[config.mk]
export PLATFORM = sky130hd
export DESIGN_NAME = tx_sched
export DESIGN_NICKNAME = d
export VERILOG_FILES = /design/src/rtl/calc_pkg.sv /design/src/rtl/sync_fifo.sv /design/src/rtl/tx_sched.sv
export SDC_FILE = /design/constraint.sdc
export NUM_CORES = 1
export LEC_CHECK = 0
export CAP_MARGIN = 40
export CORE_ASPECT_RATIO = 0.8
export CORE_MARGIN = 4
export CORE_UTILIZATION = 45
export CTS_CLUSTER_DIAMETER = 50
export DETAILED_ROUTE_END_ITERATION = 8
export PLACE_DENSITY = 0.67
export SYNTH_ARGS = -nofsm -noshare
export SYNTH_HDL_FRONTEND = slang
export SYNTH_HIERARCHICAL = 1
export SYNTH_SLANG_ARGS = --single-unit
[constraint.sdc]
create_clock -name i_clk -period 4.05 [get_ports i_clk]
set_input_delay 0.81 -clock i_clk [delete_from_list [all_inputs] [get_ports i_clk]]
set_output_delay 0.81 -clock i_clk [all_outputs]
set_load 0.005 [all_outputs]
[src/rtl/calc_pkg.sv]
// Shared FSM state type, ASCII constants and nibble encoder for the UART hex calculator.
package calc_pkg;

    typedef enum logic [2:0] {
        StIdle,
        StEcho,
        StPfx0,
        StPfx1,
        StDig,
        StCr,
        StLf
    } tx_state_t;

    localparam logic [7:0] ASCII_0  = 8'h30;
    localparam logic [7:0] ASCII_X  = 8'h78;
    localparam logic [7:0] ASCII_A  = 8'h41;
    localparam logic [7:0] ASCII_CR = 8'h0D;
    localparam logic [7:0] ASCII_LF = 8'h0A;

    // Uppercase hex digit for a 4-bit value.
    function automatic logic [7:0] nibble_to_ascii(input logic [3:0] i_nib);
        if (i_nib < 4'd10) begin
            return ASCII_0 + {4'h0, i_nib};
        end
        return ASCII_A + {4'h0, i_nib} - 8'd10;
    endfunction

endpackage

[src/rtl/sync_fifo.sv]
// Single-clock FIFO; pointers carry an extra wrap bit so full and empty are distinct.
module sync_fifo #(
    parameter int unsigned WIDTH = 8,
    parameter int unsigned DEPTH = 4
) (
    input  logic             i_clk,
    input  logic             i_rst,
    input  logic             i_push,
    input  logic [WIDTH-1:0] i_wdata,
    input  logic             i_pop,
    output logic [WIDTH-1:0] o_rdata,
    output logic             o_full,
    output logic             o_empty
);
    localparam int unsigned AW = $clog2(DEPTH);

    logic [WIDTH-1:0] r_mem [DEPTH];
    logic [AW:0]      r_wptr;
    logic [AW:0]      r_rptr;
    logic             w_do_push;
    logic             w_do_pop;

    assign o_empty   = (r_wptr == r_rptr);
    assign o_full    = (r_wptr[AW] != r_rptr[AW]) && (r_wptr[AW-1:0] == r_rptr[AW-1:0]);
    assign o_rdata   = r_mem[r_rptr[AW-1:0]];
    assign w_do_push = i_push && !o_full;
    assign w_do_pop  = i_pop && !o_empty;

    always_ff @(posedge i_clk) begin
        if (i_rst) begin
            r_wptr <= '0;
            r_rptr <= '0;
        end else begin
            if (w_do_push) r_wptr <= r_wptr + (AW+1)'(1);
            if (w_do_pop)  r_rptr <= r_rptr + (AW+1)'(1);
        end
    end

    always_ff @(posedge i_clk) begin
        if (w_do_push) r_mem[r_wptr[AW-1:0]] <= i_wdata;
    end

endmodule

[src/rtl/tx_sched.sv]
// Transmit scheduler: shares the UART transmitter between buffered echo bytes and
// "0x<hex>\r\n" formatted ALU results, never interleaving the two.
module tx_sched
    import calc_pkg::*;
#(
    parameter int unsigned ECHO_DEPTH  = 4,
    parameter bit          LZ_SUPPRESS = 1'b0
) (
    input  logic        i_clk,
    input  logic        i_rst,
    input  logic [7:0]  i_rx_data,
    input  logic        i_rx_valid,
    input  logic        i_alu_done,
    input  logic [31:0] i_calc_res,
    output logic [7:0]  o_tx_data,
    output logic        o_tx_valid,
    input  logic        i_tx_ready,
    output logic        o_busy,
    output logic        o_echo_ovf,
    output logic        o_res_ovf
);
    tx_state_t   r_state, w_state_d;
    logic [7:0]  r_tx_data, w_tx_data_d;
    logic        r_tx_valid, w_tx_valid_d;
    logic [2:0]  r_idx, w_idx_d;
    logic [31:0] r_res;
    logic        r_pend;
    logic        r_echo_ovf;
    logic        r_res_ovf;

    logic        w_xfer;
    logic        w_pop;
    logic        w_start_msg;
    logic        w_in_msg;
    logic        w_fifo_full;
    logic        w_fifo_empty;
    logic [7:0]  w_fifo_rdata;
    logic [2:0]  w_start_idx;
    logic [2:0]  w_idx_m1;

    function automatic logic [3:0] res_nibble(input logic [31:0] i_res, input logic [2:0] i_idx);
        return i_res[{i_idx, 2'b00} +: 4];
    endfunction

    sync_fifo #(
        .WIDTH (8),
        .DEPTH (ECHO_DEPTH)
    ) u_echo_fifo (
        .i_clk   (i_clk),
        .i_rst   (i_rst),
        .i_push  (i_rx_valid),
        .i_wdata (i_rx_data),
        .i_pop   (w_pop),
        .o_rdata (w_fifo_rdata),
        .o_full  (w_fifo_full),
        .o_empty (w_fifo_empty)
    );

    assign w_xfer   = r_tx_valid && i_tx_ready;
    assign w_in_msg = (r_state != StIdle) && (r_state != StEcho);
    assign w_idx_m1 = r_idx - 3'd1;

    always_comb begin
        w_start_idx = 3'd7;
        if (LZ_SUPPRESS) begin
            w_start_idx = 3'd0;
            for (int i = 1; i < 8; i++) begin
                if (res_nibble(r_res, 3'(i)) != 4'h0) w_start_idx = 3'(i);
            end
        end
    end

    always_comb begin
        w_state_d    = r_state;
        w_tx_data_d  = r_tx_data;
        w_tx_valid_d = r_tx_valid;
        w_idx_d      = r_idx;
        w_pop        = 1'b0;
        w_start_msg  = 1'b0;
        unique case (r_state)
            StIdle: begin
                // Echo wins at message boundaries.
                if (!w_fifo_empty) begin
                    w_state_d    = StEcho;
                    w_tx_data_d  = w_fifo_rdata;
                    w_tx_valid_d = 1'b1;
                end else if (r_pend) begin
                    w_state_d    = StPfx0;
                    w_tx_data_d  = ASCII_0;
                    w_tx_valid_d = 1'b1;
                    w_start_msg  = 1'b1;
                end
            end
            StEcho: if (w_xfer) begin
                w_pop        = 1'b1;
                w_state_d    = StIdle;
                w_tx_valid_d = 1'b0;
            end
            StPfx0: if (w_xfer) begin
                w_state_d   = StPfx1;
                w_tx_data_d = ASCII_X;
            end
            StPfx1: if (w_xfer) begin
                w_state_d   = StDig;
                w_idx_d     = w_start_idx;
                w_tx_data_d = nibble_to_ascii(res_nibble(r_res, w_start_idx));
            end
            StDig: if (w_xfer) begin
                if (r_idx == 3'd0) begin
                    w_state_d   = StCr;
                    w_tx_data_d = ASCII_CR;
                end else begin
                    w_idx_d     = w_idx_m1;
                    w_tx_data_d = nibble_to_ascii(res_nibble(r_res, w_idx_m1));
                end
            end
            StCr: if (w_xfer) begin
                w_state_d   = StLf;
                w_tx_data_d = ASCII_LF;
            end
            StLf: if (w_xfer) begin
                w_state_d    = StIdle;
                w_tx_valid_d = 1'b0;
            end
            default: begin
                w_state_d    = StIdle;
                w_tx_valid_d = 1'b0;
            end
        endcase
    end

    always_ff @(posedge i_clk) begin
        if (i_rst) begin
            r_state    <= StIdle;
            r_tx_data  <= 8'h00;
            r_tx_valid <= 1'b0;
            r_idx      <= 3'd0;
            r_res      <= 32'h0;
            r_pend     <= 1'b0;
            r_echo_ovf <= 1'b0;
            r_res_ovf  <= 1'b0;
        end else begin
            r_state    <= w_state_d;
            r_tx_data  <= w_tx_data_d;
            r_tx_valid <= w_tx_valid_d;
            r_idx      <= w_idx_d;
            if (w_start_msg) r_pend <= 1'b0;
            if (i_alu_done) begin
                if (!r_pend && !w_in_msg) begin
                    r_res  <= i_calc_res;
                    r_pend <= 1'b1;
                end else begin
                    r_res_ovf <= 1'b1;
                end
            end
            // Full is judged before any same-cycle pop.
            if (i_rx_valid && w_fifo_full) r_echo_ovf <= 1'b1;
        end
    end

    assign o_tx_data  = r_tx_data;
    assign o_tx_valid = r_tx_valid;
    assign o_busy     = (r_state != StIdle) || !w_fifo_empty || r_pend;
    assign o_echo_ovf = r_echo_ovf;
    assign o_res_ovf  = r_res_ovf;

endmodule

==> impl_summary.md, run 1 <==
Floorplan
The die is 96.8 microns tall. During I/O placement, the number of pins put on the boundary was 57. The initial core utilization is 0.461.

The row count is 32. The floorplan step defined a core boundary enclosing 9610 sq um. The die footprint is 11500 sq um. The die outline width is 119 microns.

Cells and area
Summing all multi-input logic gate instances after layout gives 2100 sq um. The sequential cell area in the final layout is 2120 sq um. The final-layout fill cell count is 821. Of the cells placed in the final design, the portion with a size suffix greater than 1 is 0.100. The antenna cell count is 0. At the end of the flow, the number of nets in the layout was 539. From synthesis to final layout, the design area changed by 20.6%.

Synth
The mapped netlist covers 4430 sq um. The commonest cells after synthesis are sky130_fd_sc_hd__nand2_1 (85), sky130_fd_sc_hd__dfxtp_1 (58), sky130_fd_sc_hd__a21oi_1 (51). The leading cell type by number of instances after synthesis is sky130_fd_sc_hd__nand2_1. The count of warnings emitted by yosys is 6. In the synthesized netlist the async set-or-reset flop fraction comes to 0. The count of flip-flops with a built-in enable after synthesis is 32. The fraction of the yosys area taken by sequential cells is 0.479. The post-synth net total is 496.

Counting distinct cell types in the post-synthesis netlist gives 64. Of the post-synthesis cell area, the dominant cell type holds 0.262. Counting every instance in the synthesized netlist gives 442. After synthesis, the cell types taking the most area are sky130_fd_sc_hd__dfxtp_1 (26%), sky130_fd_sc_hd__edfxtp_1 (22%), sky130_fd_sc_hd__nand2_1 (7.2%), sky130_fd_sc_hd__mux4_2 (7.1%), sky130_fd_sc_hd__a21oi_1 (5.8%). The number of synthesized register bits is 90. sky130_fd_sc_hd__dfxtp_1 takes more of the synthesized area than any other cell.

A synthesized cell averages 10.0 sq um. The dominant synthesized flop cell is sky130_fd_sc_hd__dfxtp_1.

Pwr
Summed over all cells, the static leakage comes to 1.82 nW. The total internal power is 1.90 mW. The peak ir drop on the vdd network is 0.000203 V.

The share of total power dissipated in the clock network is 0.322. The share of total power dissipated in sequential elements is 0.427. Of the total power, the share spent switching nets is 0.297. The combinational share of power is 0.250.

The power per cell area is 506 nW/um^2. The analysis attributes to net switching a power of 804 uW.

STA
Headroom to the max-slew limit came out at 0.535. The worst hold margin is 454 ps. The fmax is 274 MHz. The transition at the pin with the smallest max-transition slack is 697 ps. The final clock period utilization by the worst path is 0.902.

The clock arrives with 8.14 ps of skew. Setup violations remaining at the end of the flow were counted as 0. Counting I/O delays and the setup requirement, the final critical path takes 3650 ps. The count of endpoints failing hold in the final timing report is 0. The count of pins over their slew limit is 0. The setup TNS is 0 ps. Setup repair after global routing left no endpoint under its margin.

CTS
The clock buffer count from CTS is 9. Buffers added to address setup during post-CTS repair amount to 0. The post-cts repair resize count is 0. CTS built an H-tree with a depth of 3. The TritonCTS clock tree is built. The clock sink count is 90. In this run the deepest clock path goes through 2 buffers.

Clock latency on the worst-skew pair, taken at its later pin, is 330 ps. After clock tree synthesis, the clock-pin slew on the worst setup and hold paths is 60 ps. Buffers inserted to repair hold after CTS numbered 0. CTS placed an instance of sky130_fd_sc_hd__clkbuf_16 at the clock tree root.

Setup path
The critical register-to-register path startpoint is r_idx[0]. The worst path required time is 3240 ps. The endpoint of the most critical register-to-register path is o_tx_data[3]. The endpoint arrival time on the critical path is 2840 ps. The category of the worst setup path capture point is a primary output. By startpoint and endpoint, the worst setup path is classified as flip-flop to primary output.

The critical-path maximum fanout is 8. The critical path startpoint category is a flip-flop. Counting cells, the worst reg-to-reg path comes to 9.

The register-to-register setup slack is 930 ps.

Route
In the final routed layout, each cell accounts on average for 16.0 microns. The detailed-route DRC error count is 0. The number of antenna-violating nets in the routed design is 0. The first TritonRoute pass finished after 4 iterations. Dividing the detail-routed via count by the number of cells gives 5.53. The DRC marker count from the first detailed-route iteration is 194.

The routed layout has 3367 vias. The overall routed net length is 9.72 mm.

GRT
The initial antenna violation count is 0. The total global routing overflow is 0. Across every metal layer, demand over resource in global routing totals 0.172. The via count of the first global-routing pass was 3188. The global-route wire length before repair is 16.0 mm. The largest net degree at the start of global routing is 36.

Min path
The worst hold path passes through 2 cells. The hold path endpoint is r_res[26]. The min-delay analysis places its worst path in the category flip-flop to flip-flop.

The worst hold path begins at r_res[26].

Placed design
In this run the tool buffered the top-level ports with 56 buffer cells. The final weighted congestion in routability-driven placement is 0.854. The wire-length estimate of the detail-placed layout is 7.17 mm.

Flow run
The tool flagged a number of max-cap violations equal to 0.

Run status
The flow ran to the end, and the final reports show no timing, DRC or antenna violations.
## kinds of logic after synthesis
logic type / count (synthesis) / synth area share
simple gates: 155 / 0.160
compound gates: 108 / 0.152
flops: 90 / 0.479
buf+inv: 41 / 0.0460
mux: 30 / 0.115
xor+xnor: 9 / 0.0220
fa+ha+maj: 9 / 0.0254
## final cells by class
cell class                      instances  area share
Timing Repair Buffer                   62       0.114
Multi-Input combinational cell        311       0.394
Clock buffer                           10      0.0468
Tap cell                              119      0.0279
Inverter                               11     0.00773
Clock inverter                          6      0.0126
Sequential cell                        90       0.397
## critical path, stage by stage (launching register included)
cell and delay (ps):
sky130_fd_sc_hd__dfxtp_1 370, sky130_fd_sc_hd__xnor2_1 530, sky130_fd_sc_hd__nand2_1 270, sky130_fd_sc_hd__nor2_1 430
sky130_fd_sc_hd__nand2b_1 170, sky130_fd_sc_hd__or2_2 300, sky130_fd_sc_hd__clkdlybuf4s50_1 440
## how the worst max path moves through the flow
stage	depth (start not counted)	to	slack [ps]	from
4_1_cts	6	o_busy	410	u_echo_fifo/r_rptr[0]
3_3_place_gp	6	o_busy	890	u_echo_fifo/r_rptr[0]
3_5_place_dp	6	o_busy	780	u_echo_fifo/r_rptr[0]
5_1_grt	6	o_busy	170	u_echo_fifo/r_rptr[0]
6_report	6	o_busy	400	u_echo_fifo/r_rptr[0]
2_1_floorplan	12	o_tx_data[2]	1430	r_idx[0]
## cell usage in the layout (no fill, tap or decap), types with 3 or more instances in the layout
master / Yosys / layout
sky130_fd_sc_hd__mux2_1: 4 / 4
sky130_fd_sc_hd__edfxtp_1: 32 / 32
sky130_fd_sc_hd__clkdlybuf4s50_1: 0 / 55
sky130_fd_sc_hd__nand3_1: 7 / 7
sky130_fd_sc_hd__o211ai_1: 6 / 6
sky130_fd_sc_hd__a211oi_1: 3 / 3
sky130_fd_sc_hd__a311oi_1: 4 / 4
sky130_fd_sc_hd__nor2b_1: 4 / 4
sky130_fd_sc_hd__a31oi_1: 6 / 6
sky130_fd_sc_hd__ha_1: 9 / 9
sky130_fd_sc_hd__a21oi_1: 51 / 51
sky130_fd_sc_hd__mux2i_1: 9 / 9
sky130_fd_sc_hd__nor3b_1: 4 / 4
sky130_fd_sc_hd__inv_6: 0 / 3
sky130_fd_sc_hd__buf_4: 1 / 5
sky130_fd_sc_hd__and2_1: 6 / 6
sky130_fd_sc_hd__xnor2_1: 4 / 4
sky130_fd_sc_hd__xor2_1: 4 / 4
sky130_fd_sc_hd__clkbuf_16: 0 / 10
sky130_fd_sc_hd__nand2_1: 85 / 85
sky130_fd_sc_hd__or3_1: 4 / 4
sky130_fd_sc_hd__o21a_1: 3 / 3
sky130_fd_sc_hd__mux4_2: 14 / 14
sky130_fd_sc_hd__nor2_1: 25 / 25
sky130_fd_sc_hd__nand2b_1: 4 / 4
sky130_fd_sc_hd__dfxtp_1: 58 / 58
sky130_fd_sc_hd__o21ai_1: 4 / 4
sky130_fd_sc_hd__o21ai_0: 12 / 12
sky130_fd_sc_hd__inv_1: 10 / 10
## power groups by stage
stage	Clock, mW	Combinational (mW)	Sequential (mW)
after global placement	0	0.651	1.17
after global routing	0.932	0.758	1.17
final	0.872	0.677	1.16
after CTS	0.895	0.673	1.16
after detailed placement	0	0.670	1.17
after floorplan	0	0.469	1.12
## flip-flops by register name (all words and copies together), names as in the netlist, named ones only
| signal | count |
|---|---|
| u_echo_fifo/r_wptr | 3 |
| o_tx_data | 8 |
| o_echo_ovf | 1 |
| r_res | 32 |
| u_echo_fifo/r_rptr | 3 |
| r_pend | 1 |
| r_idx | 3 |
| o_res_ovf | 1 |
| o_tx_valid | 1 |
| r_state | 3 |
| u_echo_fifo/r_mem | 32 |
## routing by layer
metal / GRT usage / up-vias / share of wire
met2: 0.263 / 74 / 0.46
met1: 0.248 / 1598 / 0.48
li1: - / 1685 / -
met3: 0.0386 / 10 / 0.049
met4: 0.0490 / 0 / 0.0078
met5: 0 / - / 0
## metrics by stage
stage	cell area, sq um	setup slack, ps	std cells	util	power [mW]
floorplan	4430	1430	442	-	1.59
global placement	5000	892	591	0.521	1.82
detailed placement	5020	783	592	0.522	1.84
CTS	5340	412	608	0.555	2.72
global route	5340	168	609	0.556	2.86
finish	5340	398	609	0.556	2.70
Power figures use the tool's default switching activity.
==> run 2, diff against run 1 <==
Settings changed: SETUP_SLACK_MARGIN set to 0.3.
==> impl_summary.md, run 2 (synthesis gave the netlist of run 1 again) <==
STA
The final count of negative-setup-slack endpoints is 0 (unchanged). The final clock period utilization by the worst path came to 0.841 (was 0.902). The transition at the pin with the smallest max-transition slack is 726 ps (was 697 ps).

The fmax is 294 MHz (was 274 MHz). The final critical-path setup slack is 643 ps (was 398 ps). The setup TNS is 0 ps (unchanged). The worst slew margin relative to its limit is 0.515 (was 0.535). The count of endpoints failing hold in the final timing report is 0 (unchanged).

Setup repair after global routing missed its margin: no (unchanged). The count of pins over their slew limit is 0 (unchanged). The worst clock skew is 8.91 ps (was 8.14 ps). The time the worst path needs with I/O delays and setup is 3410 ps (was 3650 ps).

Setup path
The master of the slowest instance on the critical path is sky130_fd_sc_hd__xnor2_1 (unchanged). The critical-path maximum fanout was 9 (was 8). The cell depth of the worst flop-to-flop path came to 9 (unchanged). The critical path startpoint category was a flip-flop (unchanged). The endpoint of the most critical register-to-register path is o_tx_data[3] (unchanged).

The register-to-register setup slack is 900 ps (was 930 ps). The number of buffer and inverter instances along the worst setup path is 1 (unchanged). The cell family contributing the most delay on the critical path is simple AND/OR/NAND/NOR gates (unchanged). The endpoint arrival time on the critical path was 2600 ps (was 2840 ps). The category of the worst setup path capture point is a primary output (unchanged). The critical register-to-register path startpoint is r_idx[0] (unchanged). The delay of the slowest cell on the worst path is 440 ps (was 530 ps). The category of the critical setup timing path is flip-flop to primary output (unchanged). Series of cell instances along the critical path: xnor2_1, nand2_1, nor2_2, nand2b_1, or2_2, clkdlybuf4s50_1 (was xnor2_1, nand2_1, nor2_1, nand2b_1, or2_2, clkdlybuf4s50_1). The worst path required time came to 3240 ps (about the same).

Min path
The type of the tightest min-delay check is flip-flop to flip-flop (unchanged). The cell count of the worst hold path was 2 (unchanged). The beginning of the worst hold path is r_res[26] (unchanged). The hold path endpoint is r_res[26] (unchanged).

Route
The number of vias in the routed layout is 3397 (was 3367). The average via count per standard cell is 5.58 (was 5.53). The number of antenna-violating nets in the routed design is 0 (unchanged). The overall routed net length was 9.80 mm (was 9.72 mm).

The DRC marker count from the first detailed-route iteration was 191 (was 194). The detailed-route DRC error count is 0 (unchanged). The routed wire length per instance is 16.1 microns (was 16.0 microns). The first-pass iteration count of the detailed router is 4 (unchanged).

GRT
The total global routing overflow is 0 (unchanged). The overall global routing resource usage was 0.172 (unchanged). The via count of the first global-routing pass is 3188 (unchanged). The global-route wire length before repair is 16.0 mm (unchanged). The largest net degree at the start of global routing is 36 (unchanged). The most congested layer reported by global routing is met2 (unchanged). The met3 track demand over resource in global routing is 0.0386 (unchanged).

The met2 demand-to-capacity share in global routing is 0.263 (unchanged). The initial antenna violation count is 0 (unchanged). The met1 usage in global routing was 0.248 (unchanged).

Floorplan
The initial core utilization is 0.461 (unchanged). The die footprint is 11500 sq um (unchanged). The row count is 32 (unchanged). The count of pins on the block boundary came to 57 (unchanged). The placeable core region is 9610 sq um (unchanged). The die span in y is 96.8 microns (unchanged). The die outline width is 119 microns (unchanged).

CTS
The clock sink count came to 90 (unchanged). The count of hold buffers inserted by post-cts repair is 0 (unchanged). The CTS root buffer is sky130_fd_sc_hd__clkbuf_16 (unchanged). The worst-case clock buffer depth was 2 (unchanged). The H-tree depth is 3 (unchanged). The clock latency of the later-clocked register in the worst-skew pair came to 330 ps (about the same). The TritonCTS clock tree is built (unchanged). The clock buffer count from CTS is 9 (unchanged). The clock transition at the register clock pins on the worst setup and hold paths after CTS is 60 ps (about the same).

Cells and area
The utilization after layout was 0.557 (was 0.556). The most common cell after layout, fill and taps aside is sky130_fd_sc_hd__nand2_1 (unchanged). The antenna cell count is 0 (unchanged). The synthesis-to-layout area growth was 20.8% (was 20.6%).

The number of standard cells in the layout, taps in and fillers out is 609 (unchanged). Most used cells in the layout excluding fill and tap cells: sky130_fd_sc_hd__nand2_1 (85), sky130_fd_sc_hd__dfxtp_1 (58), sky130_fd_sc_hd__clkdlybuf4s50_1 (55), sky130_fd_sc_hd__a21oi_1 (51), sky130_fd_sc_hd__edfxtp_1 (32) (unchanged). The number of nets at the end of the flow is 539 (unchanged). The share of post-route cells with drive strength above 1 was 0.104 (was 0.100).

The final-layout fill cell count is 818 (was 821).

Pwr
The power per cell area is 507 nW/um^2 (was 506 nW/um^2). The peak ir drop on the vdd network is 0.000205 V (was 0.000203 V). The cell leakage power was 1.82 nW (about the same).

Placed design
The setup slack after placement came to 783 ps (unchanged). The sum of net half-perimeters after detailed placement came to 7.17 mm (unchanged). The final weighted congestion in routability-driven placement is 0.854 (unchanged). The post-placement cell count was 592 (unchanged).

The number of port buffers was 56 (unchanged).

Run status
Status: finished, final reports clean (unchanged).

Flow run
The max-cap violation count was 0 (unchanged).
==> run 2: worst max path at each step <==
stage                                     start      endpoint  slack, ps  cells after the start
final                     u_echo_fifo/r_wptr[1]        o_busy        640                      6
after global routing      u_echo_fifo/r_wptr[1]        o_busy        430                      6
after CTS                 u_echo_fifo/r_rptr[0]        o_busy        410                      6
after detailed placement  u_echo_fifo/r_rptr[0]        o_busy        780                      6
after global placement    u_echo_fifo/r_rptr[0]        o_busy        890                      6
after floorplan                        r_idx[0]  o_tx_data[2]       1430                     12
==> run 2: repair_timing <==
item                                   CTS  global route
gates resized for setup                  0             2
setup buffers                            0             0
endpoints found under the hold margin    0             0
setup endpoints to repair                0             1
==> run 2: layout make-up <==
type / instances / area, sq um / area share
Inverter: 11 / 41.3 / 0.00771
Multi-Input combinational cell: 311 / 2110 / 0.395
Clock buffer: 10 / 250 / 0.0468
Clock inverter: 6 / 67.6 / 0.0126
Sequential cell: 90 / 2120 / 0.396
Tap cell: 119 / 149 / 0.0278
Timing Repair Buffer: 62 / 608 / 0.114
==> run 2: metal layers <==
| layer | wire length [microns] | vias up |
|---|---|---|
| met2 | 4520 | 65 |
| met3 | 364 | 8 |
| met1 | 4830 | 1636 |
| li1 | - | 1688 |
| met4 | 80 | 0 |
| met5 | 0 | - |
==> run 2: worst min-delay path, stage by stage (launching register included) <==
cell and delay, ps:
sky130_fd_sc_hd__dfxtp_1 310, sky130_fd_sc_hd__nand2_1 50, sky130_fd_sc_hd__a21oi_1 50
==> run 2: per-stage QoR <==
step | total power [mW] | hold WS (ps) | area [sq um]
floorplan | 1.59 | 432 | 4430
global placement | 1.82 | 444 | 5000
detailed placement | 1.84 | 448 | 5020
CTS | 2.72 | 457 | 5340
global route | 2.87 | 474 | 5350
finish | 2.71 | 454 | 5350
==> run 2: power by group <==
part           switching [mW]  internal, mW  leakage [nW]
logic                   0.353         0.330         0.902
clock network           0.353         0.520         0.153
registers               0.104          1.05         0.769
==> run 3, diff against run 2 <==
Settings changed: PLACE_DENSITY 0.67 to 0.7.
Clock period 4.05 ns to 2.9 ns, I/O delays scaled along.
==> impl_summary.md, run 3 (synthesis gave the netlist of run 1 again) <==
STA
Setup repair after global routing missed its margin: no (unchanged). The count of endpoints failing hold in the final timing report is 0 (unchanged). The worst clock skew is 3.79 ps (was 8.91 ps). In the finished design, the share of the clock period the worst path needs comes to 0.865. The worst slew margin relative to its limit was 0.656 (was 0.515). The final count of negative-setup-slack endpoints is 0 (unchanged). The transition at the pin with the smallest max-transition slack was 514 ps (was 726 ps). For this run, the top clock speed supported by timing is 399 MHz. The time the worst path needs with I/O delays and setup is 2510 ps. The setup TNS is 0 ps (unchanged). The count of pins over their slew limit came to 0 (unchanged).

CTS
The worst-case clock buffer depth is 2 (unchanged). The clock sink count is 90 (unchanged). The clock latency of the later-clocked register in the worst-skew pair is 340 ps (was 330 ps). The clock transition at the register clock pins on the worst setup and hold paths after CTS came to 60 ps (about the same). The TritonCTS clock tree is built (unchanged).

The clock buffer count from CTS came to 9 (unchanged). The CTS root buffer is sky130_fd_sc_hd__clkbuf_16 (unchanged). The H-tree depth is 3 (unchanged).

Cells and area
The antenna cell count is 0 (unchanged). The most common cell after layout, fill and taps aside is sky130_fd_sc_hd__nand2_1 (unchanged). The share of post-route cells with drive strength above 1 came to 0.162 (was 0.104).

The synthesis-to-layout area growth was 25.8% (was 20.8%). The number of nets at the end of the flow is 555 (was 539). Most used cells in the layout excluding fill and tap cells: sky130_fd_sc_hd__nand2_1 (84), sky130_fd_sc_hd__clkdlybuf4s50_1 (54), sky130_fd_sc_hd__a21oi_1 (51), sky130_fd_sc_hd__dfxtp_1 (51), sky130_fd_sc_hd__edfxtp_1 (32) (was sky130_fd_sc_hd__nand2_1 (85), sky130_fd_sc_hd__dfxtp_1 (58), sky130_fd_sc_hd__clkdlybuf4s50_1 (55), sky130_fd_sc_hd__a21oi_1 (51), sky130_fd_sc_hd__edfxtp_1 (32)).

Pwr
The post-route total power was 3.88 mW (was 2.71 mW). The combinational share of power is 0.278 (was 0.252). The total internal power is 2.72 mW (was 1.90 mW). The cell leakage power is 1.91 nW (was 1.82 nW). The switching part of the total power is 0.301 (was 0.299).

The peak ir drop on the vdd network is 0.000319 V (was 0.000205 V). The switching power summed over all nets is 1.17 mW (was 810 uW). The clock group share of total power is 0.314 (was 0.322). The sequential cell fraction of total power came to 0.408 (was 0.426).

The power per cell area is 697 nW/um^2 (was 507 nW/um^2).

GRT
The overall global routing resource usage is 0.180 (was 0.172). The largest net degree at the start of global routing is 41 (was 36). The total global routing overflow is 0 (unchanged).

The via count of the first global-routing pass is 3434 (was 3188). The initial antenna violation count came to 0 (unchanged). The global-route wire length before repair is 16.8 mm (was 16.0 mm).

Setup path
The critical-path maximum fanout is 7 (was 9). The delay of the slowest cell on the worst path is 510 ps (was 440 ps). The category of the critical setup timing path is flip-flop to flip-flop (was flip-flop to primary output). Series of cell instances along the critical path: inv_8, ha_4, buf_4, mux2_1, mux4_2, nand3_1, a21oi_1, a2111oi_1, nor3_1 (was xnor2_1, nand2_1, nor2_2, nand2b_1, or2_2, clkdlybuf4s50_1).

The endpoint arrival time on the critical path is 2720 ps (was 2600 ps). The worst path required time was 3110 ps (was 3240 ps). The number of buffer and inverter instances along the worst setup path was 2 (was 1). The master of the slowest instance on the critical path is sky130_fd_sc_hd__mux4_2 (was sky130_fd_sc_hd__xnor2_1).

The cell family contributing the most delay on the critical path is multiplexers (was simple AND/OR/NAND/NOR gates). The category of the worst setup path capture point is a flip-flop (was primary output). The critical path startpoint category is a flip-flop (unchanged).

Route
The routed wire length per instance was 16.1 microns (about the same). The detailed-route DRC error count is 0 (unchanged). The first-pass iteration count of the detailed router is 5 (was 4). The number of antenna-violating nets in the routed design came to 0 (unchanged). The number of vias in the routed layout is 3478 (was 3397). The average via count per standard cell came to 5.56 (was 5.58). The overall routed net length is 10.1 mm (was 9.80 mm). The DRC marker count from the first detailed-route iteration is 213 (was 191).

Placed design
The number of port buffers was 56 (unchanged). The sum of net half-perimeters after detailed placement is 7.23 mm (was 7.17 mm). The final weighted congestion in routability-driven placement is 0.882 (was 0.854).

Flow run
The max-cap violation count is 0 (unchanged).

Floorplan
The initial core utilization was 0.461 (unchanged). The count of pins on the block boundary is 57 (unchanged). The die outline width is 119 microns (unchanged). The die footprint was 11500 sq um (unchanged). The placeable core region is 9610 sq um (unchanged). The row count was 32 (unchanged).

The die span in y came to 96.8 microns (unchanged).

Run status
Status: finished, final reports clean (unchanged).

Min path
The type of the tightest min-delay check is flip-flop to flip-flop (unchanged).
[run 3: cell types whose count changed in the layout (fill, tap and decap cells not counted), sizes merged]
cell / previous run / this run
buf: 7 / 23
clkdlybuf4s50: 55 / 54
clkinv: 1 / 0
clkinvlp: 1 / 3
dlymetal6s2s: 0 / 1
inv: 14 / 13
[run 3: final timing paths]
path / cells past startpoint / endpoint / startpoint / slack (ps)
worst max-delay path: 9 / o_tx_data[3] / r_idx[0] / 390
worst min-delay path: 2 / r_res[9] / r_res[9] / 450
worst max register to register: 9 / o_tx_data[3] / r_idx[0] / 390
worst min register to register: 2 / r_res[9] / r_res[9] / 450
[run 3: what timing repair did]
action / CTS / global route
hold buffers: 0 / 0
setup buffers: 5 / 5
gates resized for setup: 8 / 13
endpoints found under the hold margin: 0 / 0
pin swaps: 3 / 3
endpoints found under the setup margin: 2 / 2
[run 3: power by group through the flow]
stage	logic [mW]	clock network (mW)	registers, mW
3_5_place_dp	1.01	0	1.61
2_1_floorplan	0.658	0	1.57
4_1_cts	1.03	1.24	1.58
5_1_grt	1.20	1.29	1.61
3_3_place_gp	0.993	0	1.60
6_report	1.08	1.22	1.58
[run 3: metrics by stage]
step           utilization  area [sq um]  std cells  hold slack (ps)  setup slack, ps
2_1_floorplan            -          4460        442              433              276
3_3_place_gp         0.529          5090        599              445              280
3_5_place_dp         0.529          5090        599              448              177
4_1_cts              0.569          5470        620              456              219
5_1_grt              0.580          5570        625              481              322
6_report             0.580          5570        625              454              392
[run 3: tightest hold or removal path: stages, from the launching register on]
cell and delay, ps:
sky130_fd_sc_hd__dfxtp_1 310, sky130_fd_sc_hd__nand2_1 50, sky130_fd_sc_hd__a21oi_1 50
[run 3: cell type report]
class,count,area [sq um]
clock inverter,6,70.1
sequential,90,2140
tap,119,149
multi-input combinational,311,2190
inverter,11,48.8
clock buffer,10,250
timing repair buffer,78,723
fill,813,4040
[run 3: layer usage]
| layer | wire length [microns] | GRT usage | part of all wire |
|---|---|---|---|
| met1 | 4660 | 0.251 | 0.46 |
| met2 | 4670 | 0.278 | 0.46 |
| met3 | 564 | 0.0403 | 0.056 |
| met4 | 178 | 0.0650 | 0.018 |
| met5 | 0 | 0 | 0 |
